==> src/rtl/mc_ctrl_fsm.sv <==
// rtl/mc_ctrl_fsm.sv - multi-cycle MIPS-subset control state machine
module mc_ctrl_fsm (
    input  logic       clk,
    input  logic       rst,
    input  logic [5:0] opcode,
    input  logic [5:0] funct,
    input  logic       zero,
    input  logic       mem_ack,
    output logic       mem_req,
    output logic       mem_we,
    output logic       iord,
    output logic       ir_write,
    output logic       pc_write,
    output logic [1:0] pc_src,
    output logic       reg_write,
    output logic       reg_dst,
    output logic       mem_to_reg,
    output logic       src_a,
    output logic [1:0] src_b,
    output logic       off,
    output logic       ls,
    output logic [2:0] alu_ctl,
    output logic       illegal,
    output logic [3:0] state_dbg
);
    typedef enum logic [3:0] {
        S_FETCH    = 4'd0,
        S_DECODE   = 4'd1,
        S_MEM_ADDR = 4'd2,
        S_MEM_RD   = 4'd3,
        S_MEM_WB   = 4'd4,
        S_MEM_WR   = 4'd5,
        S_EXEC_R   = 4'd6,
        S_R_WB     = 4'd7,
        S_BRANCH   = 4'd8,
        S_JUMP     = 4'd9,
        S_EXEC_I   = 4'd10,
        S_I_WB     = 4'd11,
        S_HALT     = 4'd15
    } state_t;

    localparam logic [2:0] ALU_AND = 3'b000;
    localparam logic [2:0] ALU_OR  = 3'b001;
    localparam logic [2:0] ALU_ADD = 3'b010;
    localparam logic [2:0] ALU_SUB = 3'b110;
    localparam logic [2:0] ALU_SLT = 3'b111;

    state_t state_q, state_d;
    logic   illegal_q, illegal_d;

    always_ff @(posedge clk) begin
        if (rst) begin
            state_q   <= S_FETCH;
            illegal_q <= 1'b0;
        end else begin
            state_q   <= state_d;
            illegal_q <= illegal_d;
        end
    end

    always_comb begin
        state_d   = state_q;
        illegal_d = illegal_q;
        case (state_q)
            S_FETCH:    if (mem_ack) state_d = S_DECODE;
            S_DECODE: begin
                case (opcode)
                    6'h00:               state_d = S_EXEC_R;
                    6'h23, 6'h2B:        state_d = S_MEM_ADDR;
                    6'h04:               state_d = S_BRANCH;
                    6'h02:               state_d = S_JUMP;
                    6'h08, 6'h0C, 6'h0D: state_d = S_EXEC_I;
                    default:             state_d = S_HALT;
                endcase
            end
            S_MEM_ADDR: state_d = (opcode == 6'h23) ? S_MEM_RD : S_MEM_WR;
            S_MEM_RD:   if (mem_ack) state_d = S_MEM_WB;
            S_MEM_WB:   state_d = S_FETCH;
            S_MEM_WR:   if (mem_ack) state_d = S_FETCH;
            S_EXEC_R: begin
                case (funct)
                    6'h20, 6'h22, 6'h24, 6'h25, 6'h2A: state_d = S_R_WB;
                    default:                           state_d = S_HALT;
                endcase
            end
            S_R_WB:     state_d = S_FETCH;
            S_BRANCH:   state_d = S_FETCH;
            S_JUMP:     state_d = S_FETCH;
            S_EXEC_I:   state_d = S_I_WB;
            S_I_WB:     state_d = S_FETCH;
            S_HALT:     state_d = S_HALT;
            default:    state_d = S_HALT;
        endcase
        // Flag is raised on entry so it is already visible in the first HALT cycle
        if (state_d == S_HALT) illegal_d = 1'b1;
    end

    always_comb begin
        mem_req    = 1'b0;
        mem_we     = 1'b0;
        iord       = 1'b0;
        ir_write   = 1'b0;
        pc_write   = 1'b0;
        pc_src     = 2'b00;
        reg_write  = 1'b0;
        reg_dst    = 1'b0;
        mem_to_reg = 1'b0;
        src_a      = 1'b0;
        src_b      = 2'b00;
        off        = 1'b0;
        ls         = 1'b0;
        alu_ctl    = 3'b000;
        illegal    = 1'b0;
        state_dbg  = 4'd0;
        if (!rst) begin
            state_dbg = state_q;
            illegal   = illegal_q;
            case (state_q)
                S_FETCH: begin
                    mem_req  = 1'b1;
                    src_b    = 2'b01;
                    alu_ctl  = ALU_ADD;
                    ir_write = mem_ack;
                    pc_write = mem_ack;
                end
                S_DECODE: begin
                    src_b   = 2'b10;
                    ls      = 1'b1;
                    alu_ctl = ALU_ADD;
                end
                S_MEM_ADDR: begin
                    src_a   = 1'b1;
                    src_b   = 2'b10;
                    alu_ctl = ALU_ADD;
                end
                S_MEM_RD: begin
                    mem_req = 1'b1;
                    iord    = 1'b1;
                end
                S_MEM_WB: begin
                    reg_write  = 1'b1;
                    mem_to_reg = 1'b1;
                end
                S_MEM_WR: begin
                    mem_req = 1'b1;
                    mem_we  = 1'b1;
                    iord    = 1'b1;
                end
                S_EXEC_R: begin
                    src_a = 1'b1;
                    case (funct)
                        6'h20:   alu_ctl = ALU_ADD;
                        6'h22:   alu_ctl = ALU_SUB;
                        6'h24:   alu_ctl = ALU_AND;
                        6'h25:   alu_ctl = ALU_OR;
                        6'h2A:   alu_ctl = ALU_SLT;
                        default: alu_ctl = 3'b000;
                    endcase
                end
                S_R_WB: begin
                    reg_write = 1'b1;
                    reg_dst   = 1'b1;
                end
                S_BRANCH: begin
                    src_a    = 1'b1;
                    alu_ctl  = ALU_SUB;
                    pc_src   = 2'b01;
                    pc_write = zero;
                end
                S_JUMP: begin
                    pc_src   = 2'b10;
                    pc_write = 1'b1;
                end
                S_EXEC_I: begin
                    src_a = 1'b1;
                    src_b = 2'b10;
                    case (opcode)
                        6'h0C:   begin alu_ctl = ALU_AND; off = 1'b1; end
                        6'h0D:   begin alu_ctl = ALU_OR;  off = 1'b1; end
                        default: alu_ctl = ALU_ADD;
                    endcase
                end
                S_I_WB:  reg_write = 1'b1;
                default: ;
            endcase
        end
    end
endmodule

==> config.mk <==
export PLATFORM = sky130hd
export DESIGN_NAME = mc_ctrl_fsm
export DESIGN_NICKNAME = d
export VERILOG_FILES = /design/src/rtl/mc_ctrl_fsm.sv
export SDC_FILE = /design/constraint.sdc
export NUM_CORES = 1
export LEC_CHECK = 0
export BUFFER_PORTS_ARGS = -buffer_cell sky130_fd_sc_hd__buf_2
export CAP_MARGIN = 25
export CORE_MARGIN = 2
export CORE_UTILIZATION = 42
export CTS_BUF_LIST = sky130_fd_sc_hd__clkbuf_8
export DETAILED_ROUTE_END_ITERATION = 10
export PLACE_DENSITY = 0.88
export SYNTH_ARGS = -nofsm -noshare
export SYNTH_HDL_FRONTEND = slang
export SYNTH_SLANG_ARGS = --single-unit
export TNS_END_PERCENT = 100
==> constraint.sdc <==
create_clock -name clk -period 1.76 [get_ports clk]
set_clock_uncertainty 0.15 [all_clocks]
set_input_delay 0.088 -clock clk [delete_from_list [all_inputs] [get_ports clk]]
set_output_delay 0.088 -clock clk [all_outputs]
set_load 0.01 [all_outputs]
==> reports/qor.log, run 1 <==
[status] outcome finished with violations
[status] violated checks negative setup slack
[critical_path] type of the setup path with the least slack reg -> out
[logic_synthesis] syn nets 133
[min_path] kind of path behind the tightest hold check in -> reg
[cells_and_area] Final Instance Count excl. Fillers 191
[die] number of rows created at floorplan 15
[cells_and_area] Post-layout nets 183
[clocking] root buffer cell sky130_fd_sc_hd__clkbuf_8
[route] length of the first detailed-routing pass in iterations 4
[route] wirelength, routed 2780 um
[global_route] vias in the first global route 883
[cells_and_area] total area of sequential cells 103 um^2
[die] Starting Density 0.446
[critical_path] data arrival time of the worst path 1620 ps
[job] Max Cap Violations 0
[sta] slew at the pin with the worst max-slew slack 543 ps
[logic_synthesis] leading register cell type out of synthesis sky130_fd_sc_hd__dfxtp_1
[cells_and_area] diode insertion count for antenna repair 0
[critical_path] buffer and inverter count on the worst path 2
[clocking] Max H-tree Level 1
[sta] final worst-path setup slack -94.5 ps
[critical_path] largest stage delay on the critical path 340 ps
[route] drt drc 0
[logic_synthesis] number of enable-type register cells in the synthesized netlist 0
[critical_path] cell with the largest stage delay on the worst path sky130_fd_sc_hd__dfxtp_1
[power_and_ir_drop] Worst IR Drop VDD 0.000896 V
[cells_and_area] Filler Cell Count 136
[logic_synthesis] synthesized flop and latch total 5
[route] DRC marker count from the first detailed-route iteration 46
[route] via count 1133
[logic_synthesis] Synth async-reset ratio 0
[sta] relative slew slack 0.637
[cells_and_area] layout cells sized above 1 0.422
[die] floorplan die area 0.00217 mm^2
[clocking] clock buffer count from CTS 3
[route] DRT antenna net count 0
[critical_path] type of element launching the critical path register
[placed_design] last weighted congestion value of the routability-driven placer 0.849
[placed_design] cell count after placement 181
[power_and_ir_drop] pwr dens 1480 mW/mm^2
[power_and_ir_drop] Design Power 1.80 mW
[global_route] antenna violations before repair 0
[logic_synthesis] synthesized cell area 762 um^2
[die] placeable core region 0.00171 mm^2
[sta] count of final setup violators 4
[sta] post-layout minimum cycle time 1850 ps
[critical_path] cell family with most CP delay simple AND/OR/NAND/NOR gates
[logic_synthesis] Yosys cell types 38
[route] detail-routed via count per cell 5.93
[clocking] clock input transition at the sequential cells of the worst setup and hold paths 40 ps
[critical_path] cells along the critical path buf_4 > nand2b_2 > nor3_1 > a211o_1 > buf_2
[power_and_ir_drop] leakage power total 0.585 nW
[cells_and_area] layout-stage area growth over the synthesis result 59.1%
[placed_design] worst-case setup slack after placement -31.0 ps
[sta] final worst-path cycle share 1.05
[global_route] maximum number of pins on one net before global-route repair 24
[logic_synthesis] Syn Area/Cell 6.51 um^2
[logic_synthesis] synthesis warning total 0
[placed_design] I/O Buffers 38
[critical_path] Critical Path End Type output port
[cells_and_area] area used by multi-input combinational logic 689 um^2
[logic_synthesis] number of instances in the synthesized netlist 117
[cells_and_area] final cell area excluding filler cells 0.00121 mm^2
[die] width of the die 46.6 um
[global_route] All-Layer GR Usage 0.229
[die] total I/O pin count 39
[sta] unrepaired setup endpoints after global routing true
[placed_design] placed wire-length estimate after detailed placement 1740 um
[critical_path] critical path fanouts, max 14
[global_route] GRT overflow 0
[sta] Slew Limit Fails 0
[critical_path] required time of the critical path 1520 ps
[die] die height 46.6 um
[sta] TNS Setup -231 ps
[clocking] CTS tree yes
[global_route] global-route wire length before repair 3550 um
[route] DR WL/cell 14.6 um
[sta] Max Freq 0.539 GHz
[clocking] deepest clock path buffer count 2
[clocking] clock insertion delay at the later pin of the skew report 230 ps
[placed_design] total placed instance area 0.00102 mm^2
[logic_synthesis] portion of the post-synthesis area used by sequential elements 0.131
[sta] final number of hold-violating endpoints 0
[clocking] number of clock sinks 5
-- synth_stat cells (2+ instances only) --
cell	n	area (um^2)
sky130_fd_sc_hd__nor2_1	17	63.8
sky130_fd_sc_hd__nor2b_1	10	62.6
sky130_fd_sc_hd__nor3_1	10	50.1
sky130_fd_sc_hd__a21oi_1	7	35.0
sky130_fd_sc_hd__clkbuf_1	7	26.3
sky130_fd_sc_hd__nand2b_1	7	43.8
sky130_fd_sc_hd__nand2_1	6	22.5
sky130_fd_sc_hd__dfxtp_1	5	100
sky130_fd_sc_hd__nand3_1	5	25.0
sky130_fd_sc_hd__nor4_1	4	25.0
sky130_fd_sc_hd__o21ai_0	3	15.0
sky130_fd_sc_hd__or3_1	3	18.8
sky130_fd_sc_hd__a21o_1	2	15.0
sky130_fd_sc_hd__a311o_1	2	20.0
sky130_fd_sc_hd__a31oi_1	2	12.5
sky130_fd_sc_hd__inv_1	2	7.51
sky130_fd_sc_hd__nor3b_1	2	15.0
sky130_fd_sc_hd__o21a_1	2	15.0
sky130_fd_sc_hd__o21bai_1	2	15.0
-- state kept, by name, summed over array words and instances, names as in the netlist --
register   count
illegal_q      1
state_q        4
-- what timing repair did --
| action | CTS | global route |
|---|---|---|
| hold buffers | 0 | 0 |
| cloned | 0 | 1 |
| endpoints found under the setup margin | 10 | 14 |
| pin swaps | 2 | 2 |
| resized for setup | 11 | 9 |
| buffers inserted | 0 | 5 |
-- where the power goes --
| group | switching (mW) | total [mW] | internal [mW] | leakage [nW] |
|---|---|---|---|---|
| Combinational | 0.721 | 1.39 | 0.665 | 0.518 |
| Sequential | 0.0347 | 0.195 | 0.160 | 0.0418 |
| Clock | 0.0643 | 0.217 | 0.153 | 0.0255 |
| Total | 0.820 | 1.80 | 0.978 | 0.585 |
-- cells by family (layout without fill, tap and decap cells) --
kind of cell,after synthesis,in the layout,synth area share
xor+xnor,1,1,0.0115
compound gates,30,30,0.302
buf+inv,10,59,0.0493
flops,5,5,0.131
simple gates,71,71,0.506
-- cell usage in the layout (no fill, tap or decap), types with 2 or more instances in the layout --
cell,n
sky130_fd_sc_hd__nand2b_1,4
sky130_fd_sc_hd__a31oi_1,2
sky130_fd_sc_hd__a21o_1,2
sky130_fd_sc_hd__nand3_1,5
sky130_fd_sc_hd__nor4_1,2
sky130_fd_sc_hd__a311o_1,2
sky130_fd_sc_hd__dfxtp_2,2
sky130_fd_sc_hd__o21bai_1,2
sky130_fd_sc_hd__nor3_4,2
sky130_fd_sc_hd__nor3b_1,2
sky130_fd_sc_hd__buf_6,2
sky130_fd_sc_hd__nand2b_4,2
sky130_fd_sc_hd__or3_1,3
sky130_fd_sc_hd__nor3_1,8
sky130_fd_sc_hd__nor2b_1,10
sky130_fd_sc_hd__buf_4,11
sky130_fd_sc_hd__nand2_1,6
sky130_fd_sc_hd__o21ai_0,3
sky130_fd_sc_hd__buf_2,38
sky130_fd_sc_hd__inv_1,2
sky130_fd_sc_hd__a21oi_1,7
sky130_fd_sc_hd__nor2_1,17
sky130_fd_sc_hd__clkbuf_8,3
sky130_fd_sc_hd__dfxtp_1,3
sky130_fd_sc_hd__o21a_1,2
-- through the flow --
| stage | util | hold WS (ps) |
|---|---|---|
| floorplan | - | 79.5 |
| global placement | 0.599 | 313 |
| detailed placement | 0.599 | 317 |
| CTS | 0.651 | 127 |
| global route | 0.710 | 178 |
| finish | 0.710 | 149 |
-- final cells by class --
cell class,count,share of cell area
clock buffer,3,0.0341
clock inverter,1,0.00413
inverter,2,0.00619
multi-input combinational,102,0.569
sequential,5,0.0846
tap,25,0.0258
timing repair buffer,53,0.277
-- layer usage --
layer	vias to the layer above	wire, um	global-route usage
met2	56	1500	0.411
met5	-	0	0
li1	533	-	-
met4	0	55	0.149
met3	6	182	0.0275
met1	538	1040	0.248
-- path summary, 6_finish.rpt --
check | startpoint | end | slack (ps) | cells past startpoint
max reg2reg | state_q[1] | illegal_q | -80 | 4
min reg2reg | illegal_q | illegal_q | 460 | 2
min | rst | state_q[3] | 150 | 2
max | state_q[2] | pc_write | -90 | 5
Power figures use the tool's default switching activity.
==> run 2, diff against run 1 <==
--- a/config.mk
+++ b/config.mk
@@ -5,13 +5,14 @@
 export SDC_FILE = /design/constraint.sdc
 export NUM_CORES = 1
 export LEC_CHECK = 0
+export ABC_AREA = 1
 export BUFFER_PORTS_ARGS = -buffer_cell sky130_fd_sc_hd__buf_2
 export CAP_MARGIN = 25
 export CORE_MARGIN = 2
 export CORE_UTILIZATION = 42
 export CTS_BUF_LIST = sky130_fd_sc_hd__clkbuf_8
 export DETAILED_ROUTE_END_ITERATION = 10
-export PLACE_DENSITY = 0.88
+export PLACE_DENSITY = 0.76
 export SYNTH_ARGS = -nofsm -noshare
 export SYNTH_HDL_FRONTEND = slang
 export SYNTH_SLANG_ARGS = --single-unit
==> reports/qor.log, run 2 <==
[route] detail-routed via count per cell 4.91 [-17%]
[route] wire length on met2 1120 um [-25%]
[clocking] root buffer cell sky130_fd_sc_hd__clkbuf_8
[global_route] All-Layer GR Usage 0.214 [-0.0153]
[clocking] clock input transition at the sequential cells of the worst setup and hold paths 40 ps [about the same]
[power_and_ir_drop] power share of the combinational group 0.641 [-0.130]
[critical_path] worst reg-to-reg path cell count 11 [+7]
[global_route] GRT overflow 0 [unchanged]
[placed_design] last weighted congestion value of the routability-driven placer 0.896 [+5.5%]
[route] DR WL/cell 10.2 um [-30%]
[logic_synthesis] number of instances in the synthesized netlist 149 [+27%]
[sta] post-layout minimum cycle time 1650 ps [-200 ps]
[power_and_ir_drop] Worst IR Drop VDD 0.000546 V [-39%]
[critical_path] type of the setup path with the least slack reg -> out
[cells_and_area] leading cell types in the layout, fill and taps excluded 38 x sky130_fd_sc_hd__buf_2, 30 x sky130_fd_sc_hd__nand2_1, 29 x sky130_fd_sc_hd__nor2_1
[route] DRC marker count from the first detailed-route iteration 20 [-57%]
[cells_and_area] Final Instance Count excl. Fillers 214 [+12%]
[clocking] Max H-tree Level 1 [unchanged]
[route] via count 1051 [-7.2%]
[route] met3 routed wirelength 114 um [-37%]
[global_route] maximum number of pins on one net before global-route repair 26 [+8.3%]
[sta] final worst-path setup slack 106 ps [+200 ps]
[clocking] CTS tree yes
[route] met1 wire length 929 um [-11%]
[global_route] global-route wire length before repair 3470 um [-2.3%]
[logic_synthesis] cell type with the largest total area after synthesis sky130_fd_sc_hd__nand2_1
[cells_and_area] most frequent standard cell in the layout excluding fill and tap cells sky130_fd_sc_hd__buf_2
[logic_synthesis] synthesized cell area 786 um^2 [+3.1%]
[clocking] clock buffer count from CTS 3 [unchanged]
[power_and_ir_drop] portion of total power attributed to sequential cells 0.183 [+0.075]
[logic_synthesis] leading register cell type out of synthesis sky130_fd_sc_hd__dfxtp_1
[critical_path] Critical Path End Type output port
[logic_synthesis] number of enable-type register cells in the synthesized netlist 0 [unchanged]
[status] outcome complete, no violations
[cells_and_area] final core utilization 0.604 [-0.106]
[cells_and_area] layout-stage area growth over the synthesis result 34.2%
[logic_synthesis] synthesis warning total 0 [unchanged]
[die] total I/O pin count 39 [unchanged]
[die] number of rows created at floorplan 15 [unchanged]
[die] Starting Density 0.450 [+0.00403]
[clocking] deepest clock path buffer count 2 [unchanged]
[logic_synthesis] largest cells by area after synthesis sky130_fd_sc_hd__nand2_1 15%, sky130_fd_sc_hd__nor2_1 15%, sky130_fd_sc_hd__dfxtp_1 13%, sky130_fd_sc_hd__inv_1 11%, sky130_fd_sc_hd__nand3_1 5.7%
[logic_synthesis] portion of the post-synthesis area used by sequential elements 0.127 [-0.00397]
[critical_path] critical path fanouts, max 5 [-9]
[power_and_ir_drop] clock share of power 0.176 [+0.055]
[sta] count of final setup violators 0 [-4]
[logic_synthesis] Synth async-reset ratio 0 [unchanged]
[clocking] clock insertion delay at the later pin of the skew report 220 ps [about the same]
[route] highest metal layer with signal wires met4
[route] wirelength, routed 2170 um [-22%]
[die] die height 47.3 um [+1.4%]
[critical_path] required time of the critical path 1520 ps [about the same]
[critical_path] critical register-to-register path startpoint state_q[2]
[logic_synthesis] syn nets 165 [+24%]
[min_path] kind of path behind the tightest hold check in -> reg
[cells_and_area] biggest regs state_q (4), illegal_q (1)
[power_and_ir_drop] Sw Ratio 0.502 [+0.0457]
[logic_synthesis] synthesized flop and latch total 5 [unchanged]
[placed_design] worst-case setup slack after placement 298 ps [+329 ps]
[cells_and_area] diode insertion count for antenna repair 0 [unchanged]
[critical_path] end of the worst register-to-register path illegal_q
[sta] final worst-path cycle share 0.940 [-0.114]
[job] Max Cap Violations 0 [unchanged]
[logic_synthesis] fraction of synthesized cell area taken by the top area cell type 0.148 [+0.0167]
[die] placeable core region 0.00175 mm^2 [+2.2%]
[sta] worst hold slack 134 ps [-15.2 ps]
[critical_path] minimum setup slack among reg-to-reg paths 240 ps [+320 ps]
[sta] Slew Limit Fails 0 [unchanged]
[sta] relative slew slack 0.742 [+0.105]
[critical_path] crit path capture pc_write
[critical_path] start point of the critical path state_q[3]
[power_and_ir_drop] internal power component 0.592 mW [-39%]
[cells_and_area] Filler Cell Count 186 [+37%]
[critical_path] cell with the largest stage delay on the worst path sky130_fd_sc_hd__dfxtp_2
[cells_and_area] max reg flops 4 [unchanged]
[clocking] number of hold buffers added after CTS 0 [unchanged]
[placed_design] cell count after placement 209 [+15%]
[sta] final number of hold-violating endpoints 0 [unchanged]
[clocking] number of clock sinks 5 [unchanged]
[sta] TNS Setup 0 ps [+231 ps]
[logic_synthesis] most common library cells after synthesis 31 x sky130_fd_sc_hd__nand2_1, 31 x sky130_fd_sc_hd__nor2_1, 22 x sky130_fd_sc_hd__inv_1, 9 x sky130_fd_sc_hd__nand3_1, 8 x sky130_fd_sc_hd__a21oi_1
[power_and_ir_drop] leakage power total 0.611 nW [+4.5%]
[power_and_ir_drop] Net Sw Power 0.597 mW [-27%]
[sta] slew at the pin with the worst max-slew slack 387 ps [-156 ps]
[sta] Max Freq 0.604 GHz [+12%]
[power_and_ir_drop] pwr dens 1130 mW/mm^2 [-24%]
[die] width of the die 47.3 um [+1.4%]
[cells_and_area] Most flops, register state_q
[global_route] antenna violations before repair 0 [unchanged]
[logic_synthesis] Yosys cell types 25 [-34%]
[route] length of the first detailed-routing pass in iterations 4 [unchanged]
[critical_path] largest stage delay on the critical path 350 ps [about the same]
[global_route] vias in the first global route 876 [-0.79%]
[critical_path] data arrival time of the worst path 1420 ps [-200 ps]
[critical_path] cells along the critical path nor2_2 > nand2_1 > nor2_1 > inv_1 > a31oi_1 > buf_2
[route] DRT antenna net count 0 [unchanged]
[critical_path] type of element launching the critical path register
[die] floorplan die area 0.00223 mm^2 [+2.9%]
[logic_synthesis] Syn Area/Cell 5.27 um^2 [-19%]
[placed_design] I/O Buffers 38 [unchanged]
[placed_design] placed wire-length estimate after detailed placement 1800 um [+3.2%]
[cells_and_area] layout cells sized above 1 0.354 [-0.0672]
[cells_and_area] Post-layout nets 206 [+13%]
[route] drt drc 0 [unchanged]
-- run 2: worst min path at each step --
| stage | startpoint | endpoint | slack [ps] | cells after the start |
|---|---|---|---|---|
| finish | rst | state_q[2] | 130 | 2 |
| global route | rst | state_q[2] | 170 | 2 |
| CTS | rst | state_q[2] | 130 | 2 |
| detailed placement | illegal_q | illegal_q | 290 | 2 |
| global placement | illegal_q | illegal_q | 280 | 2 |
| floorplan | zero | pc_write | 190 | 2 |
-- run 2: power by group through the flow --
stage	Clock, mW	Sequential, mW	Combinational, mW
floorplan	0	0.201	0.523
global placement	0	0.207	0.719
detailed placement	0	0.207	0.732
CTS	0.210	0.208	0.735
global route	0.222	0.221	0.859
finish	0.209	0.218	0.763
-- run 2: area by class of cell --
cell class	count	area (um^2)	share of cell area
tap	25	31.3	0.0297
timing repair buffer	39	198	0.187
clock buffer	3	41.3	0.0391
sequential	5	103	0.0973
clock inverter	1	3.75	0.00356
multi-input combinational	113	573	0.543
inverter	28	105	0.0996
-- run 2: repair_timing --
| action | CTS | global route |
|---|---|---|
| endpoints found under the hold margin | 0 | 0 |
| endpoints found under the setup margin | 0 | 6 |
| buffers inserted | 0 | 1 |
| gates resized for setup | 0 | 5 |
-- run 2: critical path, delay by kind of cell (launching register included) --
family	cells	cell delay, ps
AOI/OAI and AO/OA	1	120
buffers and inverters	2	220
DFF	1	350
and+or+nand+nor	3	490
-- run 2: cell families (layout without fill, tap and decap cells) --
kind of cell           after synthesis  after routing  synth area share
buffers and inverters               31             71             0.153
AND/OR/NAND/NOR                     94             94             0.573
flip-flops                           5              5             0.127
AO/OA/AOI/OAI                       19             19             0.146
-- run 2: metrics by stage --
| stage | power, mW | area (um^2) |
|---|---|---|
| 4_1_cts | 1.15 | 1040 |
| 2_1_floorplan | 0.724 | 786 |
| 5_1_grt | 1.30 | 1050 |
| 6_report | 1.19 | 1050 |
| 3_5_place_dp | 0.939 | 992 |
| 3_3_place_gp | 0.926 | 992 |
-- run 2: metal layers --
layer  vias up  track usage
li1        554            -
met5         -            0
met4         0       0.0389
met1       460        0.249
met2        35        0.395
met3         2       0.0500
==> run 3, diff against run 2 <==
--- a/config.mk
+++ b/config.mk
@@ -8,7 +8,6 @@
 export ABC_AREA = 1
 export BUFFER_PORTS_ARGS = -buffer_cell sky130_fd_sc_hd__buf_2
 export CAP_MARGIN = 25
-export CORE_MARGIN = 2
 export CORE_UTILIZATION = 42
 export CTS_BUF_LIST = sky130_fd_sc_hd__clkbuf_8
 export DETAILED_ROUTE_END_ITERATION = 10
==> reports/qor.log, run 3 (same netlist as run 2, synthesis figures left out) <==
[status] outcome complete, no violations
[power_and_ir_drop] pwr dens 1120 mW/mm^2 [-1.1%]
[route] drt drc 0 [unchanged]
[sta] final worst-path cycle share 0.946 [+0.00576]
[critical_path] critical path fanouts, max 5 [unchanged]
[critical_path] data arrival time of the worst path 1430 ps [about the same]
[critical_path] largest stage delay on the critical path 360 ps [about the same]
[die] placeable core region 0.00175 mm^2 [unchanged]
[power_and_ir_drop] leakage power total 0.609 nW [-0.44%]
[clocking] root buffer cell sky130_fd_sc_hd__clkbuf_8
[route] wirelength, routed 2180 um [+0.32%]
[route] DRT antenna net count 0 [unchanged]
[die] floorplan die area 0.00205 mm^2 [-8.3%]
[placed_design] placed wire-length estimate after detailed placement 1820 um [+0.97%]
[power_and_ir_drop] Worst IR Drop VDD 0.000524 V [-4.0%]
[critical_path] cell seen most often among critical-path stages sky130_fd_sc_hd__inv_2
[cells_and_area] Post-layout nets 205 [-0.49%]
[cells_and_area] most frequent standard cell in the layout excluding fill and tap cells sky130_fd_sc_hd__buf_2
[min_path] kind of path behind the tightest hold check in -> reg
[cells_and_area] max reg flops 4 [unchanged]
[route] DR WL/cell 10.2 um [+0.79%]
[cells_and_area] Most flops, register state_q
[sta] TNS Setup 0 ps [unchanged]
[cells_and_area] area used by multi-input combinational logic 573 um^2 [unchanged]
[placed_design] last weighted congestion value of the routability-driven placer 0.886 [-1.1%]
[cells_and_area] total area of sequential cells 104 um^2 [+1.2%]
[cells_and_area] leading cell types in the layout, fill and taps excluded 38 x sky130_fd_sc_hd__buf_2, 31 x sky130_fd_sc_hd__nand2_1, 30 x sky130_fd_sc_hd__nor2_1
[sta] count of final setup violators 0 [unchanged]
[clocking] clock buffer count from CTS 3 [unchanged]
[cells_and_area] layout-stage area growth over the synthesis result 33.4%
[power_and_ir_drop] Design Power 1.17 mW [-1.7%]
[die] total I/O pin count 39 [unchanged]
[clocking] clock input transition at the sequential cells of the worst setup and hold paths 30 ps [about the same]
[route] detail-routed via count per cell 5.02 [+2.2%]
[critical_path] type of element launching the critical path register
[critical_path] Critical Path End Type output port
[die] width of the die 45.3 um [-4.2%]
[sta] relative slew slack 0.728 [-0.0140]
[global_route] vias in the first global route 888 [+1.4%]
[clocking] number of clock sinks 5 [unchanged]
[critical_path] cell family with most CP delay flip-flops
[cells_and_area] Filler Cell Count 191 [+2.7%]
[global_route] All-Layer GR Usage 0.229 [+0.0151]
[die] number of rows created at floorplan 15 [unchanged]
[critical_path] required time of the critical path 1520 ps [about the same]
[sta] unrepaired setup endpoints after global routing false
[clocking] deepest clock path buffer count 2 [unchanged]
[sta] post-layout minimum cycle time 1660 ps [+10.1 ps]
[global_route] maximum number of pins on one net before global-route repair 26 [unchanged]
[critical_path] cells along the critical path inv_2 > nor2_4 > nand2_4 > inv_2 > nand4_1 > a31oi_1 > buf_2
[die] die height 45.3 um [-4.2%]
[sta] final number of hold-violating endpoints 0 [unchanged]
[critical_path] type of the setup path with the least slack reg -> out
[clocking] Max H-tree Level 1 [unchanged]
[critical_path] cell with the largest stage delay on the worst path sky130_fd_sc_hd__dfxtp_2
[sta] Max Freq 0.601 GHz [-0.61%]
[route] length of the first detailed-routing pass in iterations 4 [unchanged]
[cells_and_area] layout cells sized above 1 0.346 [-0.00875]
[critical_path] buffer and inverter count on the worst path 3 [+1]
[clocking] Post-CTS Setup Inserts 0 [unchanged]
[route] via count 1069 [+1.7%]
[sta] Slew Limit Fails 0 [unchanged]
[placed_design] I/O Buffers 38 [unchanged]
[global_route] antenna violations before repair 0 [unchanged]
[global_route] global-route wire length before repair 3480 um [+0.40%]
[clocking] clock insertion delay at the later pin of the skew report 220 ps [about the same]
[cells_and_area] biggest regs state_q (4), illegal_q (1)
[die] Starting Density 0.450 [unchanged]
[sta] slew at the pin with the worst max-slew slack 408 ps [+21.0 ps]
[global_route] GRT overflow 0 [unchanged]
[route] DRC marker count from the first detailed-route iteration 18 [-10%]
[job] Max Cap Violations 0 [unchanged]
[cells_and_area] diode insertion count for antenna repair 0 [unchanged]
[clocking] CTS tree yes
[run 3: per-layer routing]
metal | share of wire | track usage
met3 | 0.061 | 0.0360
met2 | 0.50 | 0.417
met1 | 0.42 | 0.267
met4 | 0.013 | 0.0788
met5 | 0 | 0
[run 3: worst paths after layout]
path	depth (start not counted)	endpoint	from	slack, ps
setup reg to reg	8	illegal_q	state_q[0]	330
hold reg to reg	2	illegal_q	illegal_q	300
setup / recovery	7	alu_ctl[0]	state_q[2]	100
hold / removal	2	state_q[0]	rst	140
[run 3: final cells by class]
cell class / instances / area share
Timing Repair Buffer: 38 / 0.181
Sequential cell: 5 / 0.0990
Clock buffer: 3 / 0.0394
Multi-Input combinational cell: 113 / 0.547
Tap cell: 25 / 0.0298
Clock inverter: 1 / 0.00358
Inverter: 28 / 0.100
[run 3: power breakdown]
group | internal, mW | switching [mW] | leakage (nW)
clock | 0.150 | 0.0574 | 0.0269
combinational | 0.269 | 0.473 | 0.540
sequential | 0.163 | 0.0580 | 0.0422
[run 3: timing repair]
action / in CTS / in global routing
hold buffers: 0 / 0
endpoints found under the setup margin: 0 / 5
gates resized for setup: 0 / 5
[run 3: per-stage QoR]
| step | area [um^2] | instances | setup WS (ps) | util | hold WS, ps |
|---|---|---|---|---|---|
| 2_1_floorplan | 786 | 149 | 449 | - | 186 |
| 3_3_place_gp | 992 | 209 | 334 | 0.568 | 284 |
| 3_5_place_dp | 992 | 209 | 304 | 0.568 | 292 |
| 4_1_cts | 1040 | 213 | 66.8 | 0.594 | 145 |
| 5_1_grt | 1050 | 213 | 2.33 | 0.601 | 169 |
| 6_report | 1050 | 213 | 95.4 | 0.601 | 143 |
